--- src/rtl/lsu_riscv_pkg.sv ---
// rtl/lsu_riscv_pkg.sv - LSU state encoding, RISC-V load/store size codes and lane helpers
package lsu_riscv_pkg;

   typedef enum logic [1:0] {
      LSU_IDLE = 2'd0,
      LSU_BUSY = 2'd1,
      LSU_DONE = 2'd2
   } lsu_state_t;

   // funct3 encodings, forwarded unchanged by the decoder
   localparam logic [2:0] LDST_B  = 3'b000;
   localparam logic [2:0] LDST_H  = 3'b001;
   localparam logic [2:0] LDST_W  = 3'b010;
   localparam logic [2:0] LDST_BU = 3'b100;
   localparam logic [2:0] LDST_HU = 3'b101;

   function automatic logic [3:0] lsu_be(input logic [2:0] size, input logic [1:0] a);
      case (size)
         LDST_B, LDST_BU: lsu_be = 4'b0001 << a;
         LDST_H, LDST_HU: lsu_be = 4'b0011 << {a[1], 1'b0};
         default:         lsu_be = 4'b1111;
      endcase
   endfunction

   function automatic logic [31:0] lsu_wd(input logic [2:0] size, input logic [31:0] wd);
      case (size)
         LDST_B, LDST_BU: lsu_wd = {4{wd[7:0]}};
         LDST_H, LDST_HU: lsu_wd = {2{wd[15:0]}};
         default:         lsu_wd = wd;
      endcase
   endfunction

   function automatic logic lsu_misaligned(input logic [2:0] size, input logic [1:0] a);
      case (size)
         LDST_B, LDST_BU: lsu_misaligned = 1'b0;
         LDST_H, LDST_HU: lsu_misaligned = a[0];
         default:         lsu_misaligned = (a != 2'b00);
      endcase
   endfunction

endpackage

--- src/rtl/lsu_riscv_if.sv ---
// rtl/lsu_riscv_if.sv - word-wide data-memory port between the LSU and memory
interface lsu_riscv_if;
   logic        mem_req;
   logic        mem_we;
   logic [3:0]  mem_be;
   logic [31:0] mem_addr;
   logic [31:0] mem_wd;
   logic [31:0] mem_rd;
   logic        mem_ready;

   modport master (
      output mem_req, mem_we, mem_be, mem_addr, mem_wd,
      input  mem_rd, mem_ready
   );

   modport slave (
      input  mem_req, mem_we, mem_be, mem_addr, mem_wd,
      output mem_rd, mem_ready
   );
endinterface

--- src/rtl/lsu_riscv_rdata_ext.sv ---
// rtl/lsu_riscv_rdata_ext.sv - load lane select and sign/zero extension
module lsu_rdata_ext
   import lsu_riscv_pkg::*;
(
   input  logic [2:0]  size,
   input  logic [1:0]  addr_lo,
   input  logic [31:0] word,
   output logic [31:0] data
);

   logic [7:0]  byte_sel;
   logic [15:0] half_sel;

   always_comb begin
      byte_sel = word[7:0];
      case (addr_lo)
         2'd0:    byte_sel = word[7:0];
         2'd1:    byte_sel = word[15:8];
         2'd2:    byte_sel = word[23:16];
         default: byte_sel = word[31:24];
      endcase
      half_sel = addr_lo[1] ? word[31:16] : word[15:0];
   end

   always_comb begin
      data = word;
      case (size)
         LDST_B:  data = {{24{byte_sel[7]}}, byte_sel};
         LDST_BU: data = {24'd0, byte_sel};
         LDST_H:  data = {{16{half_sel[15]}}, half_sel};
         LDST_HU: data = {16'd0, half_sel};
         default: data = word;
      endcase
   end

endmodule

--- src/rtl/lsu_riscv.sv ---
// rtl/lsu_riscv.sv - load/store unit with stall handshake; LSU_MISALIGN_EN rejects misaligned H/W accesses
module lsu_riscv
   import lsu_riscv_pkg::*;
#(
   parameter int unsigned TIMEOUT_CYCLES = 0
) (
   input  logic         clk_i,
   input  logic         rst_i,
   input  logic         core_req_i,
   input  logic         core_we_i,
   input  logic [2:0]   core_size_i,
   input  logic [31:0]  core_addr_i,
   input  logic [31:0]  core_wd_i,
   output logic [31:0]  core_rd_o,
   output logic         core_stall_o,
   output logic         bus_err_o,
   output logic         misalign_o,
   lsu_riscv_if.master  mem
);

   localparam bit          TMO_EN   = (TIMEOUT_CYCLES != 0);
   localparam logic [31:0] TMO_LAST = TMO_EN ? TIMEOUT_CYCLES - 1 : 32'd0;

   lsu_state_t  state_q, state_d;
   logic        we_q;
   logic [2:0]  size_q;
   logic [31:0] addr_q;
   logic [31:0] wd_q;
   logic [3:0]  be_q;
   logic [31:0] rd_q;
   logic [31:0] tmo_cnt_q;
   logic        err_q;
   logic        mis_q;
   logic        mis_req;
   logic        tmo_hit;
   logic [31:0] ext_data;

`ifdef LSU_MISALIGN_EN
   assign mis_req = lsu_misaligned(core_size_i, core_addr_i[1:0]);
`else
   assign mis_req = 1'b0;
`endif

   // ready in the expiry cycle wins, so the timeout only fires without it
   assign tmo_hit = TMO_EN && (state_q == LSU_BUSY) && !mem.mem_ready
                    && (tmo_cnt_q == TMO_LAST);

   lsu_rdata_ext u_rdata_ext (
      .size    (size_q),
      .addr_lo (addr_q[1:0]),
      .word    (mem.mem_rd),
      .data    (ext_data)
   );

   always_ff @(posedge clk_i) begin
      if (rst_i) state_q <= LSU_IDLE;
      else       state_q <= state_d;
   end

   always_comb begin
      state_d = state_q;
      case (state_q)
         LSU_IDLE: if (core_req_i) state_d = mis_req ? LSU_DONE : LSU_BUSY;
         LSU_BUSY: if (mem.mem_ready || tmo_hit) state_d = LSU_DONE;
         default:  state_d = LSU_IDLE;
      endcase
   end

   always_comb begin
      mem.mem_req  = (state_q == LSU_BUSY);
      mem.mem_we   = (state_q == LSU_BUSY) && we_q;
      mem.mem_be   = (state_q == LSU_BUSY) ? be_q : 4'b0000;
      mem.mem_addr = {addr_q[31:2], 2'b00};
      mem.mem_wd   = wd_q;
      core_stall_o = (state_q == LSU_IDLE) ? core_req_i : (state_q == LSU_BUSY);
      core_rd_o    = rd_q;
      bus_err_o    = err_q;
      misalign_o   = mis_q;
   end

   always_ff @(posedge clk_i) begin
      if (rst_i) begin
         we_q      <= 1'b0;
         size_q    <= 3'd0;
         addr_q    <= 32'd0;
         wd_q      <= 32'd0;
         be_q      <= 4'd0;
         rd_q      <= 32'd0;
         tmo_cnt_q <= 32'd0;
         err_q     <= 1'b0;
         mis_q     <= 1'b0;
      end else begin
         err_q <= tmo_hit;
         mis_q <= (state_q == LSU_IDLE) && core_req_i && mis_req;
         case (state_q)
            LSU_IDLE: begin
               if (core_req_i) begin
                  we_q      <= core_we_i;
                  size_q    <= core_size_i;
                  addr_q    <= core_addr_i;
                  wd_q      <= lsu_wd(core_size_i, core_wd_i);
                  be_q      <= lsu_be(core_size_i, core_addr_i[1:0]);
                  tmo_cnt_q <= 32'd0;
                  if (mis_req) rd_q <= 32'd0;
               end
            end
            LSU_BUSY: begin
               // extraction happens at capture so a later store cannot disturb core_rd_o
               if (mem.mem_ready) begin
                  if (!we_q) rd_q <= ext_data;
               end else if (tmo_hit) begin
                  if (!we_q) rd_q <= 32'd0;
               end else begin
                  tmo_cnt_q <= tmo_cnt_q + 32'd1;
               end
            end
            default: ;
         endcase
      end
   end

endmodule

--- src/flat_wrapper.sv ---
// flat-port wrapper written by rule: the top's interface ports become plain ports
module lsu_riscv_flat import lsu_riscv_pkg::*;
#(
   parameter int unsigned TIMEOUT_CYCLES = 0
)
  (clk_i, rst_i, core_req_i, core_we_i, core_size_i, core_addr_i, core_wd_i, core_rd_o, core_stall_o, bus_err_o, misalign_o, mem_mem_req, mem_mem_we, mem_mem_be, mem_mem_addr, mem_mem_wd, mem_mem_rd, mem_mem_ready);
  lsu_riscv_if mem_i ();
  input  logic clk_i;
  input  logic rst_i;
  input  logic core_req_i;
  input  logic core_we_i;
  input  logic [2:0] core_size_i;
  input  logic [31:0] core_addr_i;
  input  logic [31:0] core_wd_i;
  output logic [31:0] core_rd_o;
  output logic core_stall_o;
  output logic bus_err_o;
  output logic misalign_o;
  output wire logic [$bits(mem_i.mem_req)-1:0] mem_mem_req;
  output wire logic [$bits(mem_i.mem_we)-1:0] mem_mem_we;
  output wire logic [$bits(mem_i.mem_be)-1:0] mem_mem_be;
  output wire logic [$bits(mem_i.mem_addr)-1:0] mem_mem_addr;
  output wire logic [$bits(mem_i.mem_wd)-1:0] mem_mem_wd;
  input wire logic [$bits(mem_i.mem_rd)-1:0] mem_mem_rd;
  input wire logic [$bits(mem_i.mem_ready)-1:0] mem_mem_ready;
  assign mem_mem_req = mem_i.mem_req;
  assign mem_mem_we = mem_i.mem_we;
  assign mem_mem_be = mem_i.mem_be;
  assign mem_mem_addr = mem_i.mem_addr;
  assign mem_mem_wd = mem_i.mem_wd;
  assign mem_i.mem_rd = mem_mem_rd;
  assign mem_i.mem_ready = mem_mem_ready;
  lsu_riscv #(.TIMEOUT_CYCLES(TIMEOUT_CYCLES)) u_core (.clk_i(clk_i), .rst_i(rst_i), .core_req_i(core_req_i), .core_we_i(core_we_i), .core_size_i(core_size_i), .core_addr_i(core_addr_i), .core_wd_i(core_wd_i), .core_rd_o(core_rd_o), .core_stall_o(core_stall_o), .bus_err_o(bus_err_o), .misalign_o(misalign_o), .mem(mem_i));
endmodule
--- config.mk ---
export PLATFORM = sky130hd
export DESIGN_NAME = lsu_riscv_flat
export DESIGN_NICKNAME = d
export VERILOG_FILES = /design/src/rtl/lsu_riscv_pkg.sv /design/src/rtl/lsu_riscv_if.sv /design/src/rtl/lsu_riscv_rdata_ext.sv /design/src/rtl/lsu_riscv.sv /design/src/flat_wrapper.sv
export SDC_FILE = /design/constraint.sdc
export NUM_CORES = 1
export LEC_CHECK = 0
export ABC_AREA = 1
export BUFFER_PORTS_ARGS = -buffer_cell sky130_fd_sc_hd__buf_2
export CAP_MARGIN = 5
export CELL_PAD_IN_SITES_DETAIL_PLACEMENT = 1
export CELL_PAD_IN_SITES_GLOBAL_PLACEMENT = 2
export CORE_ASPECT_RATIO = 0.7
export CORE_UTILIZATION = 27
export DETAILED_ROUTE_END_ITERATION = 10
export PLACE_DENSITY = 0.94
export SLEW_MARGIN = 20
export SYNTH_ARGS = -nofsm -noshare
export SYNTH_HDL_FRONTEND = slang
export SYNTH_SLANG_ARGS = --single-unit
export TNS_END_PERCENT = 10
--- constraint.sdc ---
create_clock -name clk_i -period 2.75 [get_ports clk_i]
set_input_delay 0.275 -clock clk_i [delete_from_list [all_inputs] [get_ports clk_i]]
set_output_delay 0.275 -clock clk_i [all_outputs]
set_load 0.02 [all_outputs]
==> flow_metrics.py <==
metrics = {
    "drt": {
        "drt-total-wl_um": 16400,
        "drc_errors": 0,
        "drtIter0Drc": 244,
        "num_vias": 4884,
        "ant_nets": 0,
        "detail_route.wl_per_cell_um": 15.4,
        "viasPerCell": 4.59,
        "first_pass_iters": 5,
    },
    "cts": {
        "postCtsSetupRepairBufs": 0,
        "cts_tree": "yes",
        "cts_buffer_depth": 2,
        "clockRootBuffer": "clkbuf_16",
        "htree_levels": 3,
        "clk_pin_slew_ns": 0.08,
        "cts_hold_buffers": 0,
        "clkSinkCount": 106,
        "cts-resized-gates": 0,
        "cts_made_buffers": 9,
        "worstSkewPairLatency_ns": 0.35,
    },
    "floorplanning": {
        "fp.dieW_um": 164,
        "rows": 41,
        "core-area_mm2": 0.0180,
        "start_util": 0.276,
        "die_h_um": 115,
        "ioPinCount": 209,
        "dieArea_mm2": 0.0189,
    },
    "final_layout": {
        "design_area_mm2": 0.00615,
        "final_cell_mix": "buf_2 (204), dfxtp_1 (106), nand2_1 (103)",
        "mostFrequentLayoutCell": "buf_2",
        "postLayoutCoreUtil": 0.341,
        "areaGrowthSynthToFinish_pct": 23.9,
        "finalNonFillerCells": 1064,
        "layout-drive-gt1-share": 0.328,
        "nNetsFinal": 925,
    },
    "placed_design": {
        "post-dp-hpwl_um": 12300,
        "gp_congestion": 0.789,
        "placed_cells": 1046,
        "placed_area_mm2": 0.00586,
        "io_buffer_count": 204,
    },
    "power_and_ir_drop": {
        "power.density_mw_per_mm2": 623,
        "ir_drop_mv": 0.297,
        "leakage_nw": 2.98,
    },
    "global_routing": {
        "grt_pass1_vias": 4763,
        "top_usage_layer": "met2",
        "grt_use_met2": 0.259,
        "antenna_found_initial": 1,
        "met1_usage": 0.244,
        "overflow": 0,
        "grt_pass1_wl_um": 25600,
        "grt_max_degree": 46,
        "grt_usage": 0.173,
        "grt_use_met3": 0.0558,
    },
    "timing": {
        "hold_violations": 0,
        "slew_violations": 0,
        "rsz0062_at_grt": "false",
        "finalCritPeriodShare": 0.699,
        "max_slew_margin": 0.510,
        "finClkSkew_ns": 0.0142,
        "setup_viol": 0,
        "finalCriticalPeriod_ns": 1.92,
        "worst_pin_slew_ns": 0.734,
        "final.setup.tns_ns": 0,
        "max_freq_mhz": 520,
        "holdWs_ns": 0.168,
    },
    "run": {
        "max_cap_viol_count": 0,
    },
    "logic_synthesis": {
        "ys_warn_count": 0,
        "synth_top_area_share": 0.428,
        "ys_seq_area_frac": 0.428,
        "synth.top_cells.by_area": "dfxtp_1 (43%), o21ai_0 (7.9%), nand2_1 (7.8%)",
        "synth.largest_area_cell": "dfxtp_1",
        "syn_area_mm2": 0.00496,
        "syn_avg_cell_area_um2": 7.42,
        "synth_seq_cells": 106,
        "netlist_instances": 669,
        "synth_cell_type_count": 33,
    },
    "setup_path": {
        "cp-startpoint": "u_core.addr_q[1]$_SDFFE_PP0P_",
        "cp_data_arrival_time_ns": 2.13,
        "max_stage_delay_ns": 0.57,
        "critPathMaxFanout": 16,
        "cp-start-kind": "flop",
        "r2r-start": "u_core.addr_q[1]$_SDFFE_PP0P_",
        "r2r_slack_ns": 0.83,
        "required_ns": 2.95,
        "critPathCaptureType": "flop",
        "crit_type": "flop to flop",
        "crit_chain": "inv_2, nand2_1, nand2_1, nand2_4, nand2_4, a21oi_4, a21oi_1",
        "crit_slowest_cell": "dfxtp_1",
    },
    "worst_hold_path": {
        "min_from": "core_wd_i[29]",
        "hold_path.class": "input port to flop",
    },
    "status": {
        "status": "finished clean",
    },
}
routing by layer:
layer  routed length, um  vias to the layer above
met1                8340                     2266
met4                 121                        0
met3                1230                       11
met2                6700                      140
met5                   0                        -
li1                    -                     2467
final cells by class:
| cell class | instances | area (um^2) |
|---|---|---|
| Inverter | 49 | 189 |
| Sequential cell | 106 | 2120 |
| Tap cell | 236 | 295 |
| Multi-Input combinational cell | 444 | 2180 |
| Clock inverter | 6 | 48.8 |
| Clock buffer | 10 | 239 |
| Timing Repair Buffer | 211 | 1070 |
| Fill cell | 2318 | 11900 |
| Antenna cell | 2 | 5.00 |
cells in the mapped netlist:
cell type	count
nor2_1	95
nand4_1	2
nand3_1	28
a21oi_1	67
o21ai_1	3
or2_2	1
buf_12	1
a21boi_0	2
clkinv_4	1
nand2_4	6
o211ai_1	3
o21ai_0	78
nand3_4	2
o22ai_1	10
buf_6	7
buf_4	35
conb_1	1
clkbuf_1	19
dfxtp_1	106
inv_2	9
a21oi_2	11
nor2_2	5
buf_2	11
nand2_2	2
inv_1	38
a211oi_1	1
a31oi_1	12
o21bai_1	2
clkinv_1	1
nor3_1	1
nor2_4	5
nand2_1	103
a21oi_4	1
flip-flops by register name, indices dropped and copies added, names as in the netlist:
signal             cells
u_core.addr_q         32
u_core.be_q            4
u_core.core_rd_o      32
u_core.mem.mem_wd     32
u_core.size_q          3
u_core.state_q         2
u_core.we_q            1
critical path, delay by kind of cell, from the launching register on:
kind | cells | cell delay (ns)
compound gates | 2 | 0.65
buf+inv | 1 | 0.19
flops | 1 | 0.57
simple gates | 4 | 0.35
path summary, 6_finish.rpt:
| kind | cells past startpoint | endpoint |
|---|---|---|
| hold / removal | 3 | u_core.mem.mem_wd[29]$_SDFFE_PP0P_ |
| hold reg to reg | 2 | u_core.mem.mem_wd[7]$_SDFFE_PP0P_ |
| setup / recovery | 7 | u_core.core_rd_o[29]$_SDFFE_PP0P_ |
| setup reg to reg | 7 | u_core.core_rd_o[29]$_SDFFE_PP0P_ |
per-stage QoR:
step                setup slack [ns]  power (mW)
detailed placement             0.840        2.60
finish                         0.827        3.83
global placement               0.926        2.59
floorplan                       1.46        2.36
global route                   0.646        4.05
CTS                            0.820        3.90
power by group:
part	switching [mW]	internal [mW]	leakage (nW)
clock	0.621	0.650	0.143
combinational	0.562	0.273	1.97
sequential	0.0678	1.66	0.873
cell families after synthesis:
kind of cell	synth area share
buffers and inverters	0.136
other	0.000756
and+or+nand+nor	0.224
DFF	0.428
AOI/OAI and AO/OA	0.212
Note: power is estimated with default switching activity, not from simulation.
